`src/rtl/tdm_demux4.sv`:
```
// Four-slot TDM demultiplexer: routes a serial stream into four lane registers, presenting complete frames.
// Optional lock-loss idle timer enabled by defining TDM_DEMUX_LOSS_EN.
module tdm_demux4 #(
  parameter int WIDTH = 1
) (
  input  logic             clk,
  input  logic             reset_n,
  input  logic             in_valid,
  input  logic             in_sync,
  input  logic [WIDTH-1:0] in_data,
  output logic [WIDTH-1:0] out0,
  output logic [WIDTH-1:0] out1,
  output logic [WIDTH-1:0] out2,
  output logic [WIDTH-1:0] out3,
  output logic             address0,
  output logic             address1,
  output logic             frame_valid,
  output logic             sync_err
);

  typedef enum logic {HUNT, LOCKED} state_t;

  state_t           state;
  logic [1:0]       slot;
  logic [WIDTH-1:0] shadow0;
  logic [WIDTH-1:0] shadow1;
  logic [WIDTH-1:0] shadow2;
`ifdef TDM_DEMUX_LOSS_EN
  logic [3:0]       idle_cnt;
`endif

  // slot is the next slot to be filled; the address pins expose it directly
  assign address0 = slot[0];
  assign address1 = slot[1];

  always_ff @(posedge clk or negedge reset_n) begin
    if (!reset_n) begin
      state       <= HUNT;
      slot        <= 2'd0;
      shadow0     <= '0;
      shadow1     <= '0;
      shadow2     <= '0;
      out0        <= '0;
      out1        <= '0;
      out2        <= '0;
      out3        <= '0;
      frame_valid <= 1'b0;
      sync_err    <= 1'b0;
`ifdef TDM_DEMUX_LOSS_EN
      idle_cnt    <= 4'd0;
`endif
    end else begin
      frame_valid <= 1'b0;
      sync_err    <= 1'b0;
      if (in_valid) begin
`ifdef TDM_DEMUX_LOSS_EN
        idle_cnt <= 4'd0;
`endif
        if (state == HUNT) begin
          if (in_sync) begin
            shadow0 <= in_data;
            slot    <= 2'd1;
            state   <= LOCKED;
          end
        end else if (in_sync && slot != 2'd0) begin
          // Resync drops the partial frame and restarts it with this sample
          sync_err <= 1'b1;
          shadow0  <= in_data;
          slot     <= 2'd1;
        end else begin
          case (slot)
            2'd0: shadow0 <= in_data;
            2'd1: shadow1 <= in_data;
            2'd2: shadow2 <= in_data;
            default: begin
              out0        <= shadow0;
              out1        <= shadow1;
              out2        <= shadow2;
              out3        <= in_data;
              frame_valid <= 1'b1;
            end
          endcase
          slot <= slot + 2'd1;
        end
      end
`ifdef TDM_DEMUX_LOSS_EN
      else if (state == LOCKED) begin
        // The 15th consecutive idle cycle is the edge where the count would reach 15
        if (idle_cnt == 4'd14) begin
          sync_err <= 1'b1;
          state    <= HUNT;
          slot     <= 2'd0;
          idle_cnt <= 4'd0;
        end else begin
          idle_cnt <= idle_cnt + 4'd1;
        end
      end
`endif
    end
  end

endmodule
```
`config.mk`:
```
export PLATFORM = sky130hd
export DESIGN_NAME = tdm_demux4
export DESIGN_NICKNAME = d
export VERILOG_FILES = /design/src/rtl/tdm_demux4.sv
export SDC_FILE = /design/constraint.sdc
export NUM_CORES = 1
export LEC_CHECK = 0
export ABC_AREA = 1
export CAP_MARGIN = 10
export CORE_AREA = 4 4 41 43
export DETAILED_ROUTE_END_ITERATION = 10
export DIE_AREA = 0 0 45 47
export MAX_ROUTING_LAYER = met4
export PLACE_DENSITY = 0.76
export SLEW_MARGIN = 20
export SYNTH_ARGS = -nofsm -noshare
export SYNTH_HDL_FRONTEND = slang
export SYNTH_SLANG_ARGS = --single-unit
```
`constraint.sdc`:
```
create_clock -name clk -period 2.5 [get_ports clk]
set_input_delay 0.375 -clock clk [delete_from_list [all_inputs] [get_ports clk]]
set_output_delay 0.375 -clock clk [all_outputs]
set_load 0.005 [all_outputs]
```
After elaboration in Yosys (flattened, before gate mapping). Cells that the tools add are included.

Register bits: 12. Bits of input ports: 5.

Add/subtract/negate cells: 1. Eq/ne operators: 3. Multiplexer cells: 16. Bitwise operators: 2. Reductions and logical operators: 10.

Operators by type and width (number): 1-bit 2-to-1 mux (13); 4-bit AND reduction (3); 2-bit 2-to-1 mux (3); 2-bit nonzero test (2); 3-bit by 1-bit inequality test with 1-bit output, second input constant (1); 3-bit AND reduction (1); 3-bit OR reduction (1); 2-bit by 1-bit adder with 2-bit output, second input constant (1); 2-bit by 1-bit equality test with 1-bit output, second input constant (1); 2-bit equality test, second input constant (1); 2-bit zero test (1); 1-bit inverter (2); 2-bit AND reduction (1); 1-bit logical AND (1).

Logic depth before layout (Yosys ltp).
Depth after elaboration: 6. Mapped depth: 8. Gate-level depth less buffers: 7.

Worst setup path after synthesis. No wires, ideal clock.

Kind: reg2reg. From: register slot[0]. To: register shadow1. Setup time: 0.117 ns. Data arrival time: 1.079 ns. Required time: 2.383 ns. Setup slack: 1.304 ns. Cell stages (with the launch flop): 9. Buffers on the path: 1. Period minus slack after synthesis: 1.196 ns. Path through: dfrtp_1 -> inv_1 -> ha_1 -> inv_1 -> nand2_1 -> buf_6 -> nand3_1 -> nand2_1 -> nand2_1.

Cells in the longest elaborated chain, start to end: 4. Elaborated cells between the ends (all ways): 5. Classes of those cells: eq/ne: 1; bitwise: 1; reduce/logical: 3.

RTL lines: start, declared (RTL line 24) `logic [1:0] slot;`; start signal, assigned (RTL line 83) `slot <= slot + 2'd1;`; 2-bit nonzero test (RTL line 65) `end else if (in_sync && slot != 2'd0) begin`; 1-bit logical AND (RTL line 65); 1-bit inverter (no line); 4-bit AND reduction (no line) *; end signal, assigned (RTL line 73) `2'd1: shadow1 <= in_data;`; end, declared (RTL line 26) `logic [WIDTH-1:0] shadow1;`.

Mark *: on every way between the ends. The rest lies on a longest branch, timed or not. A chain may end at the register's enable or synchronous reset.

Final worst setup path.
From: register slot[0]. To: output port address0.

RTL lines: end, declared (RTL line 15) `output logic address0,`.

No word-level cell between the ends.

==> metrics <==
TritonCTS clock tree=done; area post-placement=about 680 sq um; Core ar.=1300 sq um; # DRC=0; WL met2=roughly 400 um; via count=between 400 and 500; sequential area share after synthesis=53.1%; detailed-placement wirelength estimate=722 um; Netlist cell types=11; DRT iter0 DRCs=7; Seq cells post-synth=12; Slowest cell on crit path=clkdlybuf4s50_1; H-tree Lvls=1; Crit Path Category=reg -> out; maximum number of pins on one net before global-route repair=13; Hold Violations, Final=0; Die Area=2120 sq um; Synth Flop Type=dfrtp_1; IO Count=13; minimum clock period after layout=between 1.5 and 2 ns; sequential power share=42.4%; critical path launch point type=flop; setup bufs post-CTS=0; layout cells sized above 1=around 7.9%; post-synth net total=71; antenna cell count=0; routed wire length=about 960 um; Synth warnings=0; Hold Buf Count CTS=0; Final Core Density=roughly 55%; most frequent cells after synthesis=nand2_1 (22), dfrtp_1 (12), nand4_1 (6); Routed Antenna Nets=0; Syn-to-layout area delta=27.0%; Yosys top cell area share=53.1%; Post-synth ARST share=between 90% and 100%; RSZ-0062 raised after global routing=no; met3 wire length=65 um; Crit path max-delay family=buffers and inverters; Nets=86; CP Capture Type=output port; Total Negative Setup Slacks=0 ns; DR pass1 iterations=4; area leader, netlist=dfrtp_1; Critical Path Max Stage Delay=roughly 0.53 ns; Die H=between 40 and 50 um; gr usage total=between 10% and 20%; Clock Latency Late Sink=roughly 0.27 ns; Clock transition at path regs=~0.070 ns; design area=718 sq um; clock root cell=clkbuf_4; power per standard cell area=~1000 nW/um^2; port bufs=12; Syn Std Cell Area=about 570 sq um; drt wl/cell=around 11 um; clk sinks=12; vias in the first global route=approximately 430; Initial Utilization=~43%; worst hold path type=in -> async; total CTS buffers=3; Clock power frac=about a fifth; most common cell in the netlist=nand2_1; Placer Congestion=0.809; Rows=13; Max Used Layer=met4; Final Cycle Share=between 60% and 70%; f_max=618 MHz; synthesized area per cell=between 9 and 10 sq um; worst r2r dst=out2$_DFFE_PN0P_; outcome=complete, no violations; vias per inst=approximately 5; Leakage Power=~0.00037 uW; placed cells=87; cell chain of the critical path=clkdlybuf4s50_1; Net Sw Frac=roughly a third; Post-synth EDFFs=0; Psw=~240 uW; RR Startpoint=slot[0]$_DFFE_PN0P_; count of final max-slew check failures=0; Critical path origin=slot[0]$_DFFE_PN0P_; r2r setup slk=between 0.9 and 1 ns; Combinational Power Share=a little under two fifths; Int Power=~490 uW; clock skew=0.00469 ns; grt ovf=0; Post-Synthesis Cells=62; CTS resizes=0; Met1 Routed Length=around 470 um; Finished Layout Cells=between 90 and 100; Worst-Margin Slew=0.519 ns; Buf+Inv Stages, Crit Path=1; WP data required=2.12 ns; R2R depth=7; Worst VDD drop=about 0.6 mV; antenna violations before repair=0; die width=~45 um; Crit path arrival time=1.24 ns; CTS max path bufs=2; first-pass GRT wire length=between 1500 and 2000 um; top post-synthesis cells by area=dfrtp_1 (53%), nand2_1 (15%), ha_1 (8.8%), nand4_1 (6.6%), nand3_1 (4.4%); Critical Path Fanout Max=6; Max-slew headroom=around two thirds; # setup viols final=0; Max Cap Violations=0
[worst max-delay path by stage]
stage / endpoint / depth (start not counted)
final: address0 / 1
after detailed placement: out2$_DFFE_PN0P_ / 5
after floorplan: shadow1$_DFFE_PN0P_ / 8
after CTS: address0 / 1
after global routing: out3$_DFFE_PN0P_ / 7
after global placement: out2$_DFFE_PN0P_ / 5
[stage by stage]
stage / power, uW / worst slack, ns / hold WS (ns)
finish: 731 / 0.883 / 0.442
detailed placement: 585 / 0.869 / 0.465
floorplan: 455 / 1.30 / 0.0794
global route: 801 / 0.805 / 0.483
CTS: 738 / 0.881 / 0.462
global placement: 574 / 0.935 / 0.462
[kinds of logic (layout without fill, tap and decap cells)]
| logic type | after synthesis | after routing | synth area share (%) |
|---|---|---|---|
| adders and majority gates | 4 | 4 | 8.85 |
| AOI/OAI and AO/OA | 3 | 3 | 2.65 |
| DFF | 12 | 12 | 53.1 |
| buffers and inverters | 8 | 22 | 7.96 |
| and+or+nand+nor | 35 | 35 | 27.4 |
[cell type report]
| type | count | area, sq um |
|---|---|---|
| flip-flops and latches | 12 | 300 |
| multi-input cells | 42 | 220 |
| repair buffers | 12 | 120 |
| well taps | 15 | 18.8 |
| fillers | 128 | 583 |
| clock buffers | 4 | 36.3 |
| inverters | 6 | 22.5 |
[sequential cells by signal, indices dropped and copies added, names as in the netlist]
signal,flops
frame_valid,1
out0,1
out1,1
out2,1
out3,1
shadow0,1
shadow1,1
shadow2,1
slot,2
state,1
sync_err,1
[cells in the final DEF (no fill, tap or decap), drive strengths merged]
cell type      count
nand2             23
dfrtp             12
clkdlybuf4s50     12
nand4              6
inv                6
nand3              5
ha                 4
clkbuf             4
o21ai              3
nor2               1
[worst register-to-register path, delay by kind of cell, from the launching register on]
family,cells,cell delay [ns]
fa+ha+maj,1,0.16
simple gates,4,0.67
buf+inv,2,0.15
flops,1,0.44
[power groups by stage]
| stage | combinational [uW] | sequential [uW] | clock [uW] |
|---|---|---|---|
| after detailed placement | 271 | 314 | 0 |
| after global placement | 260 | 314 | 0 |
| after global routing | 310 | 322 | 169 |
| final | 270 | 310 | 151 |
| after CTS | 272 | 310 | 156 |
| after floorplan | 143 | 312 | 0 |
[per-layer routing]
| metal | up-vias | GRT usage, % |
|---|---|---|
| li1 | 229 | - |
| met5 | - | - |
| met2 | 14 | 17.8 |
| met3 | 4 | 2.30 |
| met1 | 198 | 14.7 |
| met4 | 0 | 10.5 |
(Power assumes the default switching activity.)
